## config.mk

```make
export PLATFORM = sky130hd
export DESIGN_NAME = intersection_phase_scheduler
export DESIGN_NICKNAME = d
export VERILOG_FILES = /design/src/rtl/intersection_phase_scheduler.sv
export SDC_FILE = /design/constraint.sdc
export NUM_CORES = 1
export LEC_CHECK = 0
export CELL_PAD_IN_SITES_DETAIL_PLACEMENT = 1
export CELL_PAD_IN_SITES_GLOBAL_PLACEMENT = 1
export CORE_MARGIN = 8
export CORE_UTILIZATION = 25
export DETAILED_ROUTE_END_ITERATION = 10
export PLACE_DENSITY = 0.55
export SLEW_MARGIN = 20
export SYNTH_ARGS = -nofsm -noshare
export SYNTH_HDL_FRONTEND = slang
export SYNTH_SLANG_ARGS = --single-unit
```

## constraint.sdc

```tcl
create_clock -name clk -period 2.1 [get_ports clk]
set_input_delay 0.42 -clock clk [delete_from_list [all_inputs] [get_ports clk]]
set_output_delay 0.42 -clock clk [all_outputs]
set_load 0.03 [all_outputs]
```

## src/rtl/intersection_phase_scheduler.sv

```systemverilog
// Intersection phase scheduler: highway holds green by default; after a
// minimum green, one pending side requester (local road, farm road or
// pedestrian) is granted a phase in round-robin order.
//
// state | meaning
// ------+---------------------------------------------------------------
//   0   | HW_G   highway green, cnt saturates at min green, waits for request
//   1   | HW_Y   highway yellow
//   2   | RED1   all-red before side phase
//   3   | SIDE_G granted road green, or pedestrian walk
//   4   | SIDE_Y granted road yellow, or pedestrian clearance
//   5   | RED2   all-red before returning to highway green
module intersection_phase_scheduler #(
  parameter int HW_MIN_GREEN = 70,
  parameter int SIDE_GREEN   = 25,
  parameter int PED_WALK     = 15,
  parameter int YELLOW       = 5,
  parameter int ALL_RED      = 1,
  parameter int CNT_W        = 7
) (
  input  logic       clk,
  input  logic       rst_n,
  input  logic       lr_has_car_i,
  input  logic       fr_has_car_i,
  input  logic       ped_req_i,
  output logic [2:0] hw_light_o,
  output logic [2:0] lr_light_o,
  output logic [2:0] fr_light_o,
  output logic       ped_walk_o,
  output logic [2:0] state_o,
  output logic [1:0] grant_o
);

  typedef enum logic [2:0] {
    S_HW_G   = 3'd0,
    S_HW_Y   = 3'd1,
    S_RED1   = 3'd2,
    S_SIDE_G = 3'd3,
    S_SIDE_Y = 3'd4,
    S_RED2   = 3'd5
  } state_e;

  localparam logic [2:0] L_G = 3'b100;
  localparam logic [2:0] L_Y = 3'b010;
  localparam logic [2:0] L_R = 3'b001;

  localparam logic [1:0] G_NONE = 2'd0;
  localparam logic [1:0] G_LR   = 2'd1;
  localparam logic [1:0] G_FR   = 2'd2;
  localparam logic [1:0] G_PED  = 2'd3;

  localparam logic [CNT_W-1:0] HW_LAST   = CNT_W'(HW_MIN_GREEN - 1);
  localparam logic [CNT_W-1:0] SG_LAST   = CNT_W'(SIDE_GREEN - 1);
  localparam logic [CNT_W-1:0] WALK_LAST = CNT_W'(PED_WALK - 1);
  localparam logic [CNT_W-1:0] Y_LAST    = CNT_W'(YELLOW - 1);
  localparam logic [CNT_W-1:0] AR_LAST   = CNT_W'(ALL_RED - 1);

  state_e           state_q, state_d;
  logic [CNT_W-1:0] cnt_q, cnt_d;
  logic [1:0]       grant_q, grant_d;
  logic [1:0]       rr_q, rr_d;
  logic             ped_pending_q, ped_pending_d;
  logic [2:0]       hw_q, hw_d;
  logic [2:0]       lr_q, lr_d;
  logic [2:0]       fr_q, fr_d;
  logic             walk_q, walk_d;

  // First active requester at or after the pointer, order lr -> fr -> ped -> lr.
  function automatic logic [1:0] rr_pick(input logic [1:0] ptr, input logic lr,
                                         input logic fr, input logic ped);
    logic [1:0] g;
    g = G_NONE;
    case (ptr)
      G_FR: begin
        if (fr)       g = G_FR;
        else if (ped) g = G_PED;
        else if (lr)  g = G_LR;
      end
      G_PED: begin
        if (ped)      g = G_PED;
        else if (lr)  g = G_LR;
        else if (fr)  g = G_FR;
      end
      default: begin
        if (lr)       g = G_LR;
        else if (fr)  g = G_FR;
        else if (ped) g = G_PED;
      end
    endcase
    return g;
  endfunction

  // State, counter, arbitration and registered output heads.
  always_ff @(posedge clk or negedge rst_n) begin
    if (!rst_n) begin
      state_q       <= S_HW_G;
      cnt_q         <= '0;
      grant_q       <= G_NONE;
      rr_q          <= G_LR;
      ped_pending_q <= 1'b0;
      hw_q          <= L_G;
      lr_q          <= L_R;
      fr_q          <= L_R;
      walk_q        <= 1'b0;
    end else begin
      state_q       <= state_d;
      cnt_q         <= cnt_d;
      grant_q       <= grant_d;
      rr_q          <= rr_d;
      ped_pending_q <= ped_pending_d;
      hw_q          <= hw_d;
      lr_q          <= lr_d;
      fr_q          <= fr_d;
      walk_q        <= walk_d;
    end
  end

  // Phase sequencing, grant latch at highway exit, phase timer and ped latch.
  always_comb begin
    logic [1:0] pick;
    state_d = state_q;
    grant_d = grant_q;
    rr_d    = rr_q;
    pick    = rr_pick(rr_q, lr_has_car_i, fr_has_car_i, ped_pending_q);
    case (state_q)
      S_HW_G: begin
        if (cnt_q == HW_LAST && pick != G_NONE) begin
          state_d = S_HW_Y;
          grant_d = pick;
          rr_d    = (pick == G_PED) ? G_LR : pick + 2'd1;
        end
      end
      S_HW_Y:   if (cnt_q == Y_LAST)  state_d = S_RED1;
      S_RED1:   if (cnt_q == AR_LAST) state_d = S_SIDE_G;
      S_SIDE_G: if (cnt_q == ((grant_q == G_PED) ? WALK_LAST : SG_LAST)) state_d = S_SIDE_Y;
      S_SIDE_Y: if (cnt_q == Y_LAST)  state_d = S_RED2;
      S_RED2:   if (cnt_q == AR_LAST) state_d = S_HW_G;
      default:  state_d = S_HW_G;
    endcase

    if (state_d != state_q)
      cnt_d = '0;
    else if (state_q == S_HW_G && cnt_q == HW_LAST)
      cnt_d = cnt_q;
    else
      cnt_d = cnt_q + CNT_W'(1);

    // A press coinciding with the walk-entry clear still queues a new request.
    ped_pending_d = ped_req_i |
                    (ped_pending_q &
                     !(state_q == S_RED1 && state_d == S_SIDE_G && grant_q == G_PED));
  end

  // Head values for the upcoming state, so outputs move on the same edge as state.
  always_comb begin
    hw_d   = L_R;
    lr_d   = L_R;
    fr_d   = L_R;
    walk_d = 1'b0;
    case (state_d)
      S_HW_G: hw_d = L_G;
      S_HW_Y: hw_d = L_Y;
      S_SIDE_G: begin
        case (grant_d)
          G_LR:    lr_d   = L_G;
          G_FR:    fr_d   = L_G;
          G_PED:   walk_d = 1'b1;
          default: ;
        endcase
      end
      S_SIDE_Y: begin
        case (grant_d)
          G_LR:    lr_d = L_Y;
          G_FR:    fr_d = L_Y;
          default: ;
        endcase
      end
      default: ;
    endcase
  end

  assign hw_light_o = hw_q;
  assign lr_light_o = lr_q;
  assign fr_light_o = fr_q;
  assign ped_walk_o = walk_q;
  assign state_o    = state_q;
  assign grant_o    = grant_q;

endmodule
```

After elaboration in Yosys (flattened, before gate mapping)
Cells that the tools add are included.
Widths: inputs -> output; s select.
{ "word_totals": {"register_bits": 25, "inputBits": 5, "output_inout_bits": 15} }
{ "op_classes": {"n_addsub": 2, "eq_ne": 20, "n_mux": 32, "bitwise_logic": 2, "reduce_logical": 10} }
{ "ops": {"columns": ["op", "count"], "rows": [
  ["$mux 2", 13],
  ["$mux 3", 8],
  ["$pmux 3 s2", 3],
  ["$pmux 3 s6", 1],
  ["$mux 7", 2],
  ["$eq 2x2->1 const B", 6],
  ["$eq 3x2->1 const B", 3],
  ["$eq 3x3->1 const B", 3],
  ["$add 7x1->7 const B", 1],
  ["$eq 7x3->1 const B", 1],
  ["$eq 7x5->1", 1],
  ["$eq 7x7->1 const B", 1],
  ["$logic_not 7->1", 1],
  ["$eq 3x1->1 const B", 2],
  ["$logic_not 3->1", 2],
  ["$mux 5", 1],
  ["$logic_and 1x1->1", 4],
  ["$pmux 2 s2", 1],
  ["$mux 1", 3],
  ["$ne 3x3->1", 1],
  ["$add 2x1->2 const B", 1],
  ["$eq 2x1->1 const B", 1],
  ["$ne 2x2->1 const B", 1],
  ["$reduce_and 2->1", 1],
  ["4 further kinds", 4]
]} }

Longest topological paths before layout
{ "logic_depth": {"ltp_word": 14, "mapped_depth": 9, "depth_no_buf": 9} }

Worst setup path after synthesis
No wires, ideal clock.
{ "synth_path": {"path_type": "register -> register", "startpoint": "reg rr_q[0]", "endpoint": "reg grant_q[0] (netlist: grant_o[0])", "setup_time_ns": 0.125, "arrival_ns": 1.948, "required_time_ns": 1.975, "path_slack_ns": 0.027, "path_stages_with_launch": 8, "n_path_buf": 0, "synth_period_minus_slack_ns": 2.073, "path_cell_list": "dfstp_2 > nor2b_1 > a21oi_1 > inv_1 > ha_1 > nor4b_4 > and3_1 > mux2_2"} }
{ "synth_between": {"elab_chain_cells": 6, "word_cells_on_any_way": 7} }
{ "synth_rtl": {"columns": ["element", "line", "rtl"], "rows": [
  ["from (decl)", "61", "logic [1:0] rr_q, rr_d;"],
  ["from (signal assigned)", "109", "rr_q <= rr_d;"],
  ["$eq 2x2->1", "73", "case (ptr)"],
  ["$pmux 2 s2 (*)", "73", null],
  ["$reduce_bool 2->1", "127", "if (cnt_q == HW_LAST && pick != G_NONE) begin"],
  ["$logic_and 1x1->1", "127", null],
  ["$mux 2 (*)", "127", null],
  ["$mux 2 (*)", "125", "case (state_q)"],
  ["named net grant_d[0]", "60", "logic [1:0] grant_q, grant_d;"],
  ["to (signal assigned)", "108", "grant_q <= grant_d;"],
  ["to (decl)", "60", null]
]} }
Mark *: on every way through the listed nets, which the timed path passes. The rest lies on a longest branch.
A chain may end at the register's enable or synchronous reset.

Final worst setup path
{ "layout_path": {"startpoint": "reg rr_q[0]", "endpoint": "reg fr_q[2] (netlist: fr_light_o[2])"} }
{ "layout_between": {"elab_chain_cells": 9, "word_cells_on_any_way": 14} }
{ "layout_rtl": {"columns": ["element", "line", "rtl"], "rows": [
  ["$eq 2x2->1", "73", null],
  ["$pmux 2 s2 (*)", "73", null],
  ["branches (longest 6 deep; another with $pmux 3 s6)", null, null],
  ["$pmux 3 s2 (*)", "160", "case (state_d)"],
  ["named net fr_d[2]", "65", "logic [2:0] fr_q, fr_d;"],
  ["to (signal assigned)", "113", "fr_q <= fr_d;"],
  ["to (decl)", "65", null]
]} }
Mark *: on every way through the listed nets, which the timed path passes.

==> flow_summary.html <==
<table>
<tr><th>Metric</th><th>Value</th></tr>
<tr><th colspan="2">Setup path</th></tr>
<tr><td>Worst-case register-to-register setup slack</td><td>-0.003 ns</td></tr>
<tr><td>Crit path DAT</td><td>between 2 and 2.5 ns</td></tr>
<tr><td>Crit-path cells</td><td>buf_4, nand3b_1, o221a_2, inv_1, ha_2, nor4b_4, nand3_2, mux2_4, a21oi_2</td></tr>
<tr><td>Reg2Reg Launch Point</td><td>rr_q[0]$_DFFE_PN1P_</td></tr>
<tr><td>Required time at the endpoint of the critical path</td><td>between 2 and 2.5 ns</td></tr>
<tr><td>Critical path endpoint category</td><td>flip-flop</td></tr>
<tr><td>Worst-path cell with the longest stage delay</td><td>sky130_fd_sc_hd__dfstp_2</td></tr>
<tr><td>Maximum fanout along the worst path</td><td>4</td></tr>
<tr><td>WS Path Type</td><td>flip-flop to flip-flop</td></tr>
<tr><td>Endpoint of the lowest-slack register-to-register path</td><td>fr_light_o[2]$_DFF_PN0_</td></tr>
<tr><td>Cell depth of the worst flop-to-flop path</td><td>9</td></tr>
<tr><td>CP Launch Type</td><td>flip-flop</td></tr>
<tr><td>Worst path max stage delay</td><td>just under 0.4 ns</td></tr>
<tr><th colspan="2">Synth</th></tr>
<tr><td>Proportion of netlist area held by the largest area contributor</td><td>between 30% and 40%</td></tr>
<tr><td>Distinct cells, synth</td><td>between 50 and 60</td></tr>
<tr><td>Top cells by area, synth</td><td>sky130_fd_sc_hd__dfrtp_1 34%, sky130_fd_sc_hd__dfstp_2 6.9%, sky130_fd_sc_hd__ha_1 4.1%, sky130_fd_sc_hd__nor2b_1 2.9%, sky130_fd_sc_hd__nand2_1 2.5%</td></tr>
<tr><td>Post-synth EDFFs</td><td>0</td></tr>
<tr><td>Yosys synthesis warning count</td><td>0</td></tr>
<tr><td>Share of the yosys chip area belonging to registers</td><td>roughly 41%</td></tr>
<tr><td>Synthesized instance count</td><td>between 150 and 200</td></tr>
<tr><td>Most instantiated library cell after synthesis</td><td>sky130_fd_sc_hd__dfrtp_1</td></tr>
<tr><td>Ys flop type</td><td>sky130_fd_sc_hd__dfrtp_1</td></tr>
<tr><td>Most area-hungry cell type in the Yosys netlist</td><td>sky130_fd_sc_hd__dfrtp_1</td></tr>
<tr><td>Net Count, Synth</td><td>about 160</td></tr>
<tr><td>Top post-synthesis cells by count</td><td>21 x sky130_fd_sc_hd__dfrtp_1, 10 x sky130_fd_sc_hd__nand2_1, 9 x sky130_fd_sc_hd__inv_1, 8 x sky130_fd_sc_hd__nor2_1, 7 x sky130_fd_sc_hd__nor2b_1</td></tr>
<tr><td>Synth Register Bits</td><td>25</td></tr>
<tr><td>Netlist area before placement</td><td>roughly 0.0015 mm^2</td></tr>
<tr><td>Avg Synthesized Cell Area</td><td>between 9 and 10 um^2</td></tr>
<tr><td>Asr flop ratio synth</td><td>100.0%</td></tr>
<tr><th colspan="2">Clock tree</th></tr>
<tr><td>TritonCTS clock tree</td><td>built</td></tr>
<tr><td>Worst-path clk slew</td><td>about 0.10 ns</td></tr>
<tr><td>Sink count of the clock tree</td><td>25</td></tr>
<tr><td>Hold-fix buffers at CTS</td><td>0</td></tr>
<tr><td>Maximum level of the CTS H-tree</td><td>1</td></tr>
<tr><td>Number of buffers created by CTS</td><td>3</td></tr>
<tr><td>CTS Root Buffer Type</td><td>sky130_fd_sc_hd__clkbuf_8</td></tr>
<tr><td>Clock buffer depth</td><td>2</td></tr>
<tr><td>Worst-Skew Late Latency</td><td>0.27 ns</td></tr>
<tr><th colspan="2">Cells and area</th></tr>
<tr><td>ANT cells</td><td>0</td></tr>
<tr><td>Utilization of the core after routing</td><td>34.74%</td></tr>
<tr><td>Number of nets in the layout</td><td>200</td></tr>
<tr><td>Filler-free cell count of the finished design</td><td>264</td></tr>
<tr><td>Fill count</td><td>667</td></tr>
<tr><td>Ratio of cells with drive above 1 in the final layout</td><td>28.04%</td></tr>
<tr><td>Area grow syn2layout</td><td>34.64%</td></tr>
<tr><th colspan="2">STA</th></tr>
<tr><td>Relative max-transition margin</td><td>64.60%</td></tr>
<tr><td>Worst-case setup margin in the final layout</td><td>-0.003095 ns</td></tr>
<tr><td>Setup skew after layout</td><td>0.004118 ns</td></tr>
<tr><td>Final setup violation count</td><td>1</td></tr>
<tr><td>Setup repair after global routing missed its margin</td><td>yes</td></tr>
<tr><td>Min Clock Period, post-route</td><td>about 2.1 ns</td></tr>
<tr><td>Pin slew with the least headroom to its limit</td><td>0.5228 ns</td></tr>
<tr><td>Final-report hold violation count</td><td>0</td></tr>
<tr><td>Total negative slack</td><td>-0.003095 ns</td></tr>
<tr><td>Fin crit share</td><td>100.1%</td></tr>
<tr><td>Fmax</td><td>475.5 MHz</td></tr>
<tr><td>Final count of pins violating max slew</td><td>0</td></tr>
<tr><th colspan="2">Drt</th></tr>
<tr><td>Highest Signal Layer</td><td>met4</td></tr>
<tr><td>Routed length on met3</td><td>140 um</td></tr>
<tr><td>DRT Wirelength</td><td>4.651 mm</td></tr>
<tr><td>Routed met2 length</td><td>approximately 2.3 mm</td></tr>
<tr><td>Number of design-rule violations left by the first detailed-router iteration</td><td>63</td></tr>
<tr><td>Detailed-route wire length per cell</td><td>around 18 um</td></tr>
<tr><td>Count of TritonRoute iterations in the first routing pass</td><td>4</td></tr>
<tr><td>Post-DR vias/cell</td><td>5.121</td></tr>
<tr><td>Number of nets with antenna violations after routing</td><td>0</td></tr>
<tr><td>Via count of the routed design</td><td>between 1000 and 1500</td></tr>
<tr><td>Met1 WL</td><td>~2.1 mm</td></tr>
<tr><td>DR DRC count</td><td>0</td></tr>
<tr><th colspan="2">Die</th></tr>
<tr><td>Die area</td><td>a little under 0.009 mm^2</td></tr>
<tr><td>Placeable core region</td><td>0.005921 mm^2</td></tr>
<tr><td>Die Ht</td><td>around 94 um</td></tr>
<tr><td>Standard-cell rows</td><td>28</td></tr>
<tr><td>Die W</td><td>between 90 and 100 um</td></tr>
<tr><td>Initial core utilization</td><td>approximately 26%</td></tr>
<tr><td>Number of ports placed on the die boundary</td><td>20</td></tr>
<tr><th colspan="2">Place</th></tr>
<tr><td>Placed cells</td><td>between 200 and 300</td></tr>
<tr><td>Port Buf Inserts</td><td>19</td></tr>
<tr><td>Worst Setup Slack post-DPL</td><td>-0.6608 ns</td></tr>
<tr><td>Half-perimeter wire length of the detailed placement result</td><td>around 3.4 mm</td></tr>
<tr><td>Final estimated routing congestion in global placement</td><td>roughly 0.86</td></tr>
<tr><th colspan="2">Hold path</th></tr>
<tr><td>Min-Delay Path Class</td><td>primary input to asynchronous set/reset pin</td></tr>
<tr><th colspan="2">Global route</th></tr>
<tr><td>Remaining Overflow, GRT</td><td>0</td></tr>
<tr><td>Via count of the first global-routing pass</td><td>between 1000 and 1500</td></tr>
<tr><td>Number of antenna violations at the first check in global routing</td><td>0</td></tr>
<tr><td>Overall track demand over capacity in global routing</td><td>between 10% and 20%</td></tr>
<tr><td>Maximum number of pins on one net before global-route repair</td><td>26</td></tr>
<tr><td>First-pass GRT wire length</td><td>7.493 mm</td></tr>
<tr><th colspan="2">Run status</th></tr>
<tr><td>Status</td><td>finished, violations left</td></tr>
<tr><td>Violated checks</td><td>setup timing</td></tr>
<tr><th colspan="2">Pwr</th></tr>
<tr><td>PnR Total Power</td><td>823.5 uW</td></tr>
<tr><td>Worst IR drop on VDD</td><td>around 0.25 mV</td></tr>
<tr><td>Leakage power</td><td>approximately 0.00083 uW</td></tr>
<tr><td>P per Cell Area</td><td>about 400 mW/mm^2</td></tr>
<tr><th colspan="2">Run</th></tr>
<tr><td>Max Cap Violations</td><td>0</td></tr>
</table>
-- how the worst max path moves through the flow --
stage	from	endpoint	slack [ns]	cells past startpoint
global route	rr_q[0]$_DFFE_PN1P_	fr_light_o[2]$_DFF_PN0_	-0.11	9
finish	rr_q[0]$_DFFE_PN1P_	fr_light_o[2]$_DFF_PN0_	-0.003	9
floorplan	rr_q[0]$_DFFE_PN1P_	grant_o[0]$_DFF_PN0_	0.03	7
CTS	rr_q[1]$_DFFE_PN0P_	rr_q[1]$_DFFE_PN0P_	0.0008	7
detailed placement	fr_has_car_i	grant_o[0]$_DFF_PN0_	-0.66	9
global placement	fr_has_car_i	grant_o[0]$_DFF_PN0_	-0.50	9
-- what timing repair did --
action                     CTS  global route
pin swaps                    4             9
setup buffers                2             1
setup endpoints to repair   18            15
resized for setup            8            14
-- final cells by class --
cell class | instances | area (um^2) | area share (%)
clock buffers | 3 | 41.29 | 2.007
clock inverters | 1 | 5.005 | 0.2433
inverters | 9 | 33.78 | 1.642
multi-input cells | 111 | 902.1 | 43.86
flip-flops and latches | 25 | 631.9 | 30.72
well taps | 75 | 93.84 | 4.562
repair buffers | 40 | 349.1 | 16.97
-- per-layer routing --
layer	vias up	track usage, %
met5	-	0
met4	0	2.642
met3	4	2.158
met2	21	17.61
met1	696	13.20
li1	631	-
-- critical path: cells and delay by family (launching register included) --
kind                     cells  cell delay, ns
multiplexers                 1            0.34
AND/OR/NAND/NOR              3            0.63
flip-flops                   1            0.39
buffers and inverters        2            0.20
adder cells (fa/ha/maj)      1            0.18
AO/OA/AOI/OAI                2            0.30
-- cells in the final DEF, fill, tap and decap left out, types with 2 or more instances in the layout --
cell type	n
sky130_fd_sc_hd__nor2b_1	6
sky130_fd_sc_hd__xnor2_1	3
sky130_fd_sc_hd__o211ai_1	2
sky130_fd_sc_hd__nor2_1	8
sky130_fd_sc_hd__a22o_1	2
sky130_fd_sc_hd__inv_1	9
sky130_fd_sc_hd__buf_4	20
sky130_fd_sc_hd__nand3_1	6
sky130_fd_sc_hd__dfstp_2	4
sky130_fd_sc_hd__nand2_1	10
sky130_fd_sc_hd__nor3_2	4
sky130_fd_sc_hd__dlygate4sd2_1	2
sky130_fd_sc_hd__nor3b_1	2
sky130_fd_sc_hd__clkdlybuf4s50_1	17
sky130_fd_sc_hd__dfrtp_1	20
sky130_fd_sc_hd__o21ai_0	3
sky130_fd_sc_hd__a31oi_1	3
sky130_fd_sc_hd__a21oi_2	2
sky130_fd_sc_hd__mux2_4	3
sky130_fd_sc_hd__clkbuf_8	3
sky130_fd_sc_hd__and2_1	2
sky130_fd_sc_hd__ha_1	4
sky130_fd_sc_hd__mux2i_1	2
sky130_fd_sc_hd__a311oi_1	2
sky130_fd_sc_hd__a22oi_1	2
sky130_fd_sc_hd__and3_1	3
sky130_fd_sc_hd__a21oi_1	3
sky130_fd_sc_hd__o21ai_1	2
-- registers in the layout (all words and copies together), names as in the netlist, 2 cells and up --
signal	cells
state_o	3
lr_light_o	3
fr_light_o	3
grant_o	2
cnt_q	7
hw_light_o	3
rr_q	2
-- through the flow --
step | instance area (um^2) | hold WS (ns)
after floorplan | 1528 | 0.1244
after global placement | 1902 | 0.5893
after detailed placement | 1902 | 0.6009
after CTS | 1987 | 0.5392
after global routing | 2057 | 0.5557
final | 2057 | 0.5151
-- logic make-up after synthesis --
kind of cell,share of synthesized area [%]
mux,3.522
fa+ha+maj,4.095
compound gates,17.45
buf+inv,5.159
xor+xnor,2.294
simple gates,26.21
flops,41.28
-- power by group --
group / total [uW] / internal, uW / switching [uW]
combinational: 43.7 / 19.3 / 24.4
clock: 298 / 133 / 166
sequential: 481 / 481 / 0.0000000000000856
total: 824 / 634 / 190
Note: power is estimated with default switching activity, not from simulation.
